[config.mk]
export PLATFORM = sky130hd
export DESIGN_NAME = pipe_stage_skid
export DESIGN_NICKNAME = d
export VERILOG_FILES = /design/src/rtl/pipe_stage_skid.sv
export SDC_FILE = /design/constraint.sdc
export NUM_CORES = 1
export LEC_CHECK = 0
export BUFFER_PORTS_ARGS = -buffer_cell sky130_fd_sc_hd__buf_2
export CAP_MARGIN = 20
export CORE_MARGIN = 1.5
export CORE_UTILIZATION = 45
export CTS_CLUSTER_SIZE = 25
export DETAILED_ROUTE_END_ITERATION = 12
export PLACE_DENSITY = 0.68
export SETUP_SLACK_MARGIN = 0.05
export SLEW_MARGIN = 20
export SYNTH_ARGS = -nofsm -noshare
export SYNTH_HDL_FRONTEND = slang
export SYNTH_SLANG_ARGS = --single-unit
export TNS_END_PERCENT = 10
[constraint.sdc]
create_clock -name CLK -period 14.5 [get_ports CLK]
set_input_delay 2.175 -clock CLK [delete_from_list [all_inputs] [get_ports CLK]]
set_output_delay 2.175 -clock CLK [all_outputs]
set_load 0.01 [all_outputs]
[src/rtl/pipe_stage_skid.sv]
// Pipeline stage register with valid/ready handshake, an optional 2-entry skid buffer,
// synchronous flush, bubble zeroing and an occupancy output. The payload passes through bit-exact.
module pipe_stage_skid #(
    parameter int DATA_W      = 175,
    parameter bit SKID        = 1'b1,
    parameter bit ZERO_BUBBLE = 1'b1
) (
    input  logic              CLK,
    input  logic              RESET,
    input  logic              flush,
    input  logic              in_valid,
    output logic              in_ready,
    input  logic [DATA_W-1:0] in_data,
    output logic              out_valid,
    input  logic              out_ready,
    output logic [DATA_W-1:0] out_data,
    output logic [1:0]        occupancy
);

    localparam logic [1:0] ST_EMPTY = 2'd0;
    localparam logic [1:0] ST_ONE   = 2'd1;
    localparam logic [1:0] ST_FULL  = 2'd2;

    logic [1:0]        state_q, state_d;
    logic [DATA_W-1:0] main_q, main_d;
    logic [DATA_W-1:0] skid_q, skid_d;
    logic              in_ready_q, in_ready_d;
    logic              push, pop;
    logic [DATA_W-1:0] bubble_data;

    assign out_valid   = (state_q != ST_EMPTY);
    assign occupancy   = state_q;
    assign bubble_data = ZERO_BUBBLE ? '0 : main_q;

    // SKID=0 trades a registered in_ready for a combinational path from out_ready.
    // RESET gates in_ready so nothing is accepted while reset is held.
    assign in_ready = SKID ? (in_ready_q & ~RESET) : ((~out_valid | out_ready) & ~RESET);
    assign push     = in_valid & in_ready & ~flush;
    assign pop      = out_valid & out_ready;
    assign out_data = (ZERO_BUBBLE && !out_valid) ? '0 : main_q;

    always_comb begin
        // NOTE: every next-state signal gets a default first so no latch is inferred.
        state_d = state_q;
        main_d  = main_q;
        skid_d  = skid_q;

        if (SKID) begin
            case (state_q)
                ST_EMPTY: begin
                    if (push) begin
                        state_d = ST_ONE;
                        main_d  = in_data;
                    end
                end
                ST_ONE: begin
                    if (push && pop) begin
                        main_d = in_data;
                    end else if (push) begin
                        state_d = ST_FULL;
                        skid_d  = in_data;
                    end else if (pop) begin
                        state_d = ST_EMPTY;
                        main_d  = bubble_data;
                    end
                end
                ST_FULL: begin
                    if (pop) begin
                        state_d = ST_ONE;
                        main_d  = skid_q;
                    end
                end
                default: state_d = ST_EMPTY;
            endcase
        end else begin
            if (push) begin
                state_d = ST_ONE;
                main_d  = in_data;
            end else if (pop) begin
                state_d = ST_EMPTY;
                main_d  = bubble_data;
            end
        end

        // Flush overrides any push or pop evaluated above.
        if (flush) begin
            state_d = ST_EMPTY;
            main_d  = bubble_data;
            skid_d  = ZERO_BUBBLE ? '0 : skid_q;
        end

        in_ready_d = (state_d != ST_FULL);
    end

    // NOTE: sequential state uses non-blocking assignments only; the data registers are
    // reset too, because out_data must read zero immediately on RESET.
    always_ff @(posedge CLK or posedge RESET) begin
        if (RESET) begin
            state_q    <= ST_EMPTY;
            main_q     <= '0;
            skid_q     <= '0;
            in_ready_q <= 1'b1;
        end else begin
            state_q    <= state_d;
            main_q     <= main_d;
            skid_q     <= skid_d;
            in_ready_q <= in_ready_d;
        end
    end

endmodule

==> flow_metrics.env <==
export IMPL_numCtsBuffers=41
export IMPL_initial_utilization_pct=45.8
export IMPL_nets=2222
export IMPL_max_freq_ghz=0.181
export IMPL_crit_path_start="occupancy[0]"
export IMPL_cts_tree="built"
export IMPL_cts_resized=0
export IMPL_synth_compound_gate_area_share_pct=23.1
export IMPL_status="finished clean"
export IMPL_nFillCells=3415
export IMPL_r2r_start="occupancy[0]"
export IMPL_synthMuxAreaShare_pct=0
export IMPL_grt_use_total_pct=26.9
export IMPL_fin_crit_sh_pct=38.1
export IMPL_critPathRequiredTime_ps=12320
export IMPL_setup_tns_final_ps=0
export IMPL_yosys_warnings=0
export IMPL_dieArea_um2=39600
export IMPL_seq_area_um2=8830
export IMPL_synth_top_family_by_area="compound AO/OA/AOI/OAI gates"
export IMPL_grt_pass1_vias=14800
export IMPL_ctsHtreeMaxLevel=2
export IMPL_ys_async_sr_fraction_pct=100
export IMPL_die_h_um=199
export IMPL_drt_wl_total_mm=54.4
export IMPL_num_rows=71
export IMPL_synth_edff_count=0
export IMPL_r2r_end="main_q[45]"
export IMPL_cp_cell_sequence="inv_1, ha_4, buf_6, buf_4, nor2b_1, buf_2"
export IMPL_yosysMostFrequentCell="nor2b_1"
export IMPL_clk_pin_slew_ps=60
export IMPL_reg2reg_depth=8
export IMPL_maxCapViolations=0
export IMPL_netlist_top_cell_by_area="dfrtp_1"
export IMPL_wire_per_inst_um=21.0
export IMPL_post_cts_repair_setup_buffers=0
export IMPL_synth_area_top_cells="dfrtp_1 51%, nor2b_1 13%, a221oi_1 8.9%"
export IMPL_drive_gt1_share_pct=22.0
export IMPL_ff2ff_setup_slack_ps=10560
export IMPL_grt_pass1_wl_mm=84.2
export IMPL_synth_seq_cells=353
export IMPL_io_buffers=358
export IMPL_crit_type="reg -> out"
export IMPL_die_x_um=199
export IMPL_start_kind="register"
export IMPL_max_stage_delay_ps=710
export IMPL_rsz0062_at_grt="false"
export IMPL_hp_class="reg -> reg"
export IMPL_power_per_cell_area_nw_per_um2=113
export IMPL_via_count=15000
export IMPL_dr_pass1_iters=6
export IMPL_synth_top_area_share_pct=50.9
export IMPL_crit_fanout=96
export IMPL_slew_violations=0
export IMPL_tightestPinTransition_ps=1150
export IMPL_relSlewSlack_pct=23.1
export IMPL_grt_overflow_total=0
export IMPL_synth_ff_type="dfrtp_1"
export IMPL_hold_viol=0
export IMPL_synth_distinct_cells=28
export IMPL_arrival_ps=3350
export IMPL_clk_latency_ps=540
export IMPL_synthTopCellsByCount="353 x nor2b_1, 352 x dfrtp_1, 351 x nand2_1"
export IMPL_clock_sinks=353
export IMPL_dp_cells=2505
export IMPL_cts_buffer_depth=3
export IMPL_ir_drop_v=0.0000731
export IMPL_synth_nets=1973
export IMPL_p_leak_nw=8.98
export IMPL_synthSimpleGateAreaFrac_pct=21.1
export IMPL_hpwl_mm=31.0
export IMPL_end_kind="primary output"
export IMPL_finClkSkew_ps=15.0
export IMPL_critPathSlowestCell="buf_4"
export IMPL_post_drt_via_cell_ratio=5.80
export IMPL_yosysSeqAreaShare_pct=51.1
export IMPL_synthAdderAreaFrac_pct=0.354
export IMPL_coreArea_um2=37800
export IMPL_layout_cells_non_filler=2595
export IMPL_drc=0
export IMPL_areaGrowthSynthToFinish_pct=19.4
export IMPL_hold_ws_ps=478
export IMPL_synthXorXnorAreaFrac_pct=0
export IMPL_multiInputGateArea_um2=7760
export IMPL_syn_area_per_cell_um2=9.67
export IMPL_grt_max_degree=180
export IMPL_crit_end="out_data[36]"
export IMPL_syn_area_um2=17300
export IMPL_fin_crit_ps=5530
export IMPL_io_pins=359
export IMPL_gp_congestion=0.809
export IMPL_drt_iter0_markers=1121
export IMPL_setup_violations=0
export IMPL_antenna_found_initial=22
export IMPL_drtAntennaViolNets=0
export IMPL_root_buffer="clkbuf_16"
export IMPL_cts_hold_buffers=0
export IMPL_syn_inst=1789
flip-flops by register name, indices dropped and copies added (netlist names):
register and flops:
main_q 175, skid_q 175, occupancy 2, in_ready_q 1
worst min-delay path by stage:
| stage | start | endpoint | slack (ps) | depth (start not counted) |
|---|---|---|---|---|
| floorplan | main_q[0] | main_q[0] | 450 | 1 |
| global placement | main_q[24] | main_q[24] | 460 | 1 |
| detailed placement | main_q[129] | main_q[129] | 470 | 1 |
| CTS | main_q[69] | main_q[69] | 480 | 1 |
| global route | main_q[147] | main_q[147] | 490 | 1 |
| finish | main_q[3] | main_q[3] | 480 | 1 |
cell type report:
| class | count | area share (%) |
|---|---|---|
| well taps | 511 | 3.10 |
| flip-flops and latches | 353 | 42.8 |
| clock buffers | 57 | 5.80 |
| multi-input cells | 1256 | 37.6 |
| repair buffers | 380 | 9.78 |
| diodes | 21 | 0.254 |
| inverters | 6 | 0.145 |
| clock inverters | 11 | 0.557 |
routing by layer:
metal / GRT usage (%) / vias up / part of all wire (%)
li1: - / 6885 / -
met4: 12.6 / 10 / 4.0
met1: 36.7 / 7486 / 42
met2: 40.9 / 547 / 47
met3: 5.67 / 117 / 6.8
met5: 0 / - / 0.12
stage by stage:
step                power (W)  setup WS (ps)  utilization (%)  instance area [um2]
finish                0.00234           8970             54.7                20600
global route          0.00243           8820             54.6                20600
CTS                   0.00236           8700             54.5                20600
detailed placement    0.00133           8920             51.0                19300
global placement      0.00132           8580             50.9                19200
floorplan             0.00123           2530                -                17300
cell usage in the layout (no fill, tap or decap), drive strengths merged, types with 2 or more instances in the layout:
cell     instances
o221ai           2
a221oi         176
ha               4
nand2          351
nand2b           3
a21oi          175
bufinv           2
inv              8
nor2b          353
nor2             4
clkbuf          57
clkinv           6
buf            380
diode           21
o2bb2ai        175
dfrtp          352
nor3             2
nand4b           2
power by group:
part,total [W],internal [W],switching [W],leakage [nW]
combinational,0.000256,0.0000968,0.000159,3.48
sequential,0.00105,0.00103,0.0000247,4.86
clock,0.00103,0.000610,0.000417,0.650
total,0.00234,0.00174,0.000601,8.98
critical path: cells and delay by family (launching register included):
family	cells	cell delay [ps]
buffers and inverters	4	1720
DFF	1	460
adders and majority gates	1	410
and+or+nand+nor	1	150
cell families after synthesis:
logic type	after synthesis
simple gates	721
compound gates	530
flops	353
buf+inv	180
fa+ha+maj	5
(Power assumes the default switching activity.)
